`config.mk`:
```
export PLATFORM = sky130hd
export DESIGN_NAME = led_pattern_gen
export DESIGN_NICKNAME = d
export VERILOG_FILES = /design/src/rtl/led_pattern_pkg.sv /design/src/rtl/led_prescaler.sv /design/src/rtl/led_pattern_gen.sv
export SDC_FILE = /design/constraint.sdc
export NUM_CORES = 1
export LEC_CHECK = 0
export BUFFER_PORTS_ARGS = -buffer_cell sky130_fd_sc_hd__buf_2
export CORE_MARGIN = 2
export CORE_UTILIZATION = 35
export DETAILED_ROUTE_END_ITERATION = 16
export SLEW_MARGIN = 20
export SYNTH_ARGS = -nofsm -noshare
export SYNTH_HDL_FRONTEND = slang
export SYNTH_SLANG_ARGS = --single-unit
```
`constraint.sdc`:
```
create_clock -name clk -period 6.53 [get_ports clk]
set_clock_uncertainty 0.1 [all_clocks]
set_input_delay 0.653 -clock clk [delete_from_list [all_inputs] [get_ports clk]]
set_output_delay 0.653 -clock clk [all_outputs]
set_load 0.03 [all_outputs]
```
`src/rtl/led_pattern_pkg.sv`:
```
// rtl/led_pattern_pkg.sv - mode encodings and LFSR constants for led_pattern_gen
package led_pattern_pkg;

   typedef enum logic [1:0] {
      MODE_BIN    = 2'd0,
      MODE_GRAY   = 2'd1,
      MODE_LFSR   = 2'd2,
      MODE_BOUNCE = 2'd3
   } mode_t;

   localparam logic [31:0] LFSR_MASK         = 32'h80200003;
   localparam logic [31:0] LFSR_DEFAULT_SEED = 32'h00010000;

   // Galois right-shift step; a stuck-at-zero state recovers through the seed.
   function automatic logic [31:0] lfsr_advance(input logic [31:0] state,
                                                input logic [31:0] seed);
      logic [31:0] shifted;
      shifted = {1'b0, state[31:1]};
      if (state == 32'd0)
         lfsr_advance = seed;
      else if (state[0])
         lfsr_advance = shifted ^ LFSR_MASK;
      else
         lfsr_advance = shifted;
   endfunction

endpackage

```
`src/rtl/led_prescaler.sv`:
```
// rtl/led_prescaler.sv - wrapping step prescaler with hold and synchronous clear
module led_prescaler #(
   parameter int WIDTH = 22
) (
   input  logic clk,
   input  logic rst,
   input  logic hold,
   input  logic clear,
   output logic tick_req
);

   logic [WIDTH-1:0] cnt;

   always_ff @(posedge clk or posedge rst) begin
      if (rst)
         cnt <= '0;
      else if (clear)
         cnt <= '0;
      else if (!hold)
         cnt <= cnt + 1'b1;
   end

   assign tick_req = (&cnt) && !hold;

endmodule

```
`src/rtl/led_pattern_gen.sv`:
```
// rtl/led_pattern_gen.sv - LED pattern generator (binary/gray/LFSR/bounce); optional PWM via LED_PATTERN_PWM_EN
module led_pattern_gen
   import led_pattern_pkg::*;
#(
   parameter int          LED_COUNT = 5,
   parameter int          LOG2DELAY = 22,
   parameter logic [31:0] LFSR_SEED = LFSR_DEFAULT_SEED
) (
   input  logic                 clk,
   input  logic                 rst,
   input  logic [1:0]           mode,
   input  logic                 pause,
   input  logic                 step,
   input  logic [3:0]           duty,
   output logic [LED_COUNT-1:0] leds,
   output logic                 tick
);

   localparam logic [LED_COUNT-1:0] ONE = LED_COUNT'(1);

   mode_t                mode_sel;
   mode_t                mode_q;
   logic                 mode_change;
   logic                 tick_req;
   logic                 advance;

   logic [LED_COUNT-1:0] cnt, cnt_n;
   logic [31:0]          lfsr, lfsr_n;
   logic [LED_COUNT-1:0] pos, pos_n;
   logic                 up, up_n;
   logic [LED_COUNT-1:0] pattern;

   assign mode_sel    = mode_t'(mode);
   assign mode_change = (mode_sel != mode_q);
   assign advance     = !mode_change && (tick_req || (step && pause));

   led_prescaler #(.WIDTH(LOG2DELAY)) u_prescaler (
      .clk      (clk),
      .rst      (rst),
      .hold     (pause),
      .clear    (mode_change),
      .tick_req (tick_req)
   );

   always_comb begin
      cnt_n  = cnt;
      lfsr_n = lfsr;
      pos_n  = pos;
      up_n   = up;
      if (mode_change) begin
         case (mode_sel)
            MODE_BIN, MODE_GRAY: cnt_n  = '0;
            MODE_LFSR:           lfsr_n = LFSR_SEED;
            default: begin
               pos_n = ONE;
               up_n  = 1'b1;
            end
         endcase
      end else if (advance) begin
         case (mode_sel)
            MODE_BIN, MODE_GRAY: cnt_n  = cnt + ONE;
            MODE_LFSR:           lfsr_n = lfsr_advance(lfsr, LFSR_SEED);
            default: begin
               pos_n = up ? {pos[LED_COUNT-2:0], 1'b0} : {1'b0, pos[LED_COUNT-1:1]};
               // Flip on arrival so each end is lit for exactly one step.
               if (pos_n[LED_COUNT-1])
                  up_n = 1'b0;
               else if (pos_n[0])
                  up_n = 1'b1;
            end
         endcase
      end
   end

   always_comb begin
      pattern = '0;
      case (mode_sel)
         MODE_BIN:  pattern = cnt_n;
         MODE_GRAY: pattern = cnt_n ^ (cnt_n >> 1);
         MODE_LFSR: pattern = lfsr_n[LED_COUNT-1:0];
         default:   pattern = pos_n;
      endcase
   end

   always_ff @(posedge clk or posedge rst) begin
      if (rst) begin
         mode_q <= MODE_BIN;
         cnt    <= '0;
         lfsr   <= LFSR_SEED;
         pos    <= ONE;
         up     <= 1'b1;
         tick   <= 1'b0;
      end else begin
         mode_q <= mode_sel;
         cnt    <= cnt_n;
         lfsr   <= lfsr_n;
         pos    <= pos_n;
         up     <= up_n;
         tick   <= advance;
      end
   end

`ifdef LED_PATTERN_PWM_EN
   logic [3:0] pwm_cnt;

   always_ff @(posedge clk or posedge rst) begin
      if (rst) begin
         pwm_cnt <= 4'd0;
         leds    <= '0;
      end else begin
         pwm_cnt <= pwm_cnt + 4'd1;
         leds    <= (pwm_cnt >= duty) ? '0 : pattern;
      end
   end
`else
   logic unused_duty;
   assign unused_duty = ^duty;

   always_ff @(posedge clk or posedge rst) begin
      if (rst)
         leds <= '0;
      else
         leds <= pattern;
   end
`endif

endmodule

```
==> metrics.txt <==
vias post-DR=2,381; Hold Path End=lfsr[16]$_DFFE_PP1P_; Worst Max-Slew Pin Slew=1.03 ns; hold buffer count at cts=0; Avg Cell Area, Syn=11.1 um^2; number of I/O port buffers=11; total clock sinks=73; hold crit path type=flop to flop; area leader, netlist=dfrtp_1; Congestion Overflow GR=0; Final period util=44.8%; R2R cell count=9; first-pass GRT wire length=11,500 um; row cnt=36; Crit. End Element=flop; share of cells above drive strength 1=15.5%; Root Buffer Master=clkbuf_8; Worst R2R Setup Slack=3.61 ns; Crit path arrival time=3.12 ns; worst vdd ir=0.148 mV; CP delay by family, top=compound AO/OA/AOI/OAI gates; Max-Slew Margin vs Limit=31.5%; chip width=104 um; status=finished, final reports clean; Max Cap Viol=0; Pins Over Slew Limit=0; CP max stage delay=0.40 ns; WHS=0.398 ns; vias in the first global route=2,392; # setup viols final=0; DRT Pass-1 Iters=4; routability congestion estimate=0.749; final wirelength=6570 um; clock network power share=45.6%; CP max stage cell=dfrtp_1; f_max=0.342 GHz; Die H=104 um; pin count of the biggest net entering global routing=74; Post-Synthesis Cell Area=0.00350 mm^2; Crit Reg-Reg Endpoint=leds[3]$_DFF_PP0_; Critical R2R Launch=u_prescaler.cnt[0]$_DFFE_PP0P_; internal power=0.778 mW; post-layout util=40.4%; postcts setup bufs=0; DR DRC count=0; area share of the largest cell type after synthesis=50.1%; core area=0.00973 mm^2; WS Path Type=flop to flop; RSZ-0062 raised after global routing=no; Vias/cell=5.15; CP bufs+invs=2; CTS tree=done; Non-Filler Instances=462; Yosys cell types=54; P_leak=1.80 nW; most common cell after layout, fill and taps aside=dfrtp_1; Gate power share=7.2%; DP HPWL=4290 um; clk buf depth=2; num ports=16; fin area=0.00393 mm^2; share of power burned in registers=47.2%; total CTS buffers=9; Syn Nets=329; Layout area overhead=12.3%; Post-CTS Resized=0; worst path cell trace=ha_1 -> clkinv_1 -> nor3_2 -> a21boi_1 -> nor4_4 -> buf_4 -> a22oi_1 -> o221ai_1 -> o31a_1; top cells by area, synth=dfrtp_1 (50%), a22o_1 (7.8%), xor2_1 (3.5%); CP max FO=30; Synth async-reset ratio=100%; Warnings, synthesis=0; Power Dens Cells=255 mW/mm^2; Seq cells post-synth=73; Sw Share=22.3%; Final Hold Vio Count=0; GRT Overall Usage=13.2%; Seq/Total Area, Yosys=52.3%; CP Launch Type=flop; Initial Util=36.0%; Critical Path RT=6.73 ns; placed insts=446; leading cell types in the layout, fill and taps excluded=dfrtp_1 (70), a22o_1 (31), nor2_1 (24); prevailing post-synth register cell=dfrtp_1; WL per Instance=14.2 um; Post-synth EDFFs=0; Hold Path Depth=2; Max H-tree Level=3; Initial DRC Count=123; Post-Syn Instances=315; Die ar.=0.0108 mm^2; # diodes=0; min-delay src=lfsr[16]$_DFFE_PP1P_; Clock Pin Slew Worst Setup and Hold Paths=0.07 ns; Clock Latency Late Sink=0.36 ns; Final TNS setup=0 ns; Psw=0.224 mW; number of routed nets with antenna violations=0; Final nets=338; initial antenna violation count=0; final period demand of the worst path=2.92 ns; DP Area=0.00367 mm^2
-- through the flow --
stage	power [mW]	setup slack (ns)
finish	1.00	3.61
global route	1.04	3.38
CTS	1.02	3.58
detailed placement	0.555	3.31
global placement	0.554	3.31
floorplan	0.536	3.77
-- layer usage --
layer / up-vias / share of wire, % / track usage (%)
li1: 1168 / - / -
met1: 1157 / 48 / 17.5
met2: 41 / 46 / 19.7
met3: 15 / 4.0 / 4.70
met4: 0 / 2.2 / 5.69
met5: - / 0 / 0
-- cell type report --
type,instances,area (um^2)
clock inverter,6,130
multi-input combinational,213,1550
inverter,12,45.0
tap,133,166
fill,967,5800
clock buffer,10,128
timing repair buffer,15,85.1
sequential,73,1830
-- worst min-delay path, delay by kind of cell (launching register included) --
family	cells	cell delay (ns)
AO/OA/AOI/OAI	1	0.07
buffers and inverters	1	0.04
flip-flops	1	0.38
-- worst max-delay path by stage --
stage	from	endpoint	depth (start not counted)
after floorplan	pause	leds[1]$_DFF_PP0_	8
after global routing	u_prescaler.cnt[0]$_DFFE_PP0P_	leds[3]$_DFF_PP0_	9
after CTS	u_prescaler.cnt[0]$_DFFE_PP0P_	leds[3]$_DFF_PP0_	9
after global placement	pause	leds[2]$_DFF_PP0_	9
after detailed placement	pause	leds[3]$_DFF_PP0_	9
final	u_prescaler.cnt[0]$_DFFE_PP0P_	leds[3]$_DFF_PP0_	9
-- state kept, by name, indices dropped and copies added (netlist names) --
name             cells
lfsr                32
u_prescaler.cnt     22
cnt                  5
leds                 5
pos                  5
mode_q               2
tick                 1
up                   1
-- Yosys cell counts, drive strengths merged, types with 2 or more instances --
cell type   n
nor3        7
nor2b       3
and3        3
and4        2
a22o       31
buf        11
nand2b      3
nand2      16
and2        2
or3         7
o31ai       2
o221ai      3
xnor2      11
nand4       6
nand4b      2
nor2       24
a21boi      2
mux2        3
inv        11
o21ai       9
dfrtp      70
nor4        8
nand3      13
ha          4
a31oi       2
mux2i       8
a21oi       7
or4         4
xor2       14
o21a        3
clkbuf      6
a22oi       4
dfstp       3
-- kinds of logic after synthesis --
group / share of synthesized area, %
and+or+nand+nor: 16.8
DFF: 52.3
AOI/OAI and AO/OA: 16.3
buffers and inverters: 3.61
xor gates and xnor gates: 6.26
muxes: 3.25
adders and majority gates: 1.43
-- power by group through the flow --
stage | Combinational [mW] | Clock (mW) | Sequential [mW]
2_1_floorplan | 0.0555 | 0 | 0.481
3_3_place_gp | 0.0732 | 0 | 0.481
3_5_place_dp | 0.0738 | 0 | 0.481
4_1_cts | 0.0743 | 0.471 | 0.472
5_1_grt | 0.0812 | 0.487 | 0.473
6_report | 0.0724 | 0.456 | 0.473
No activity file was read; power rests on OpenSTA's default activity.
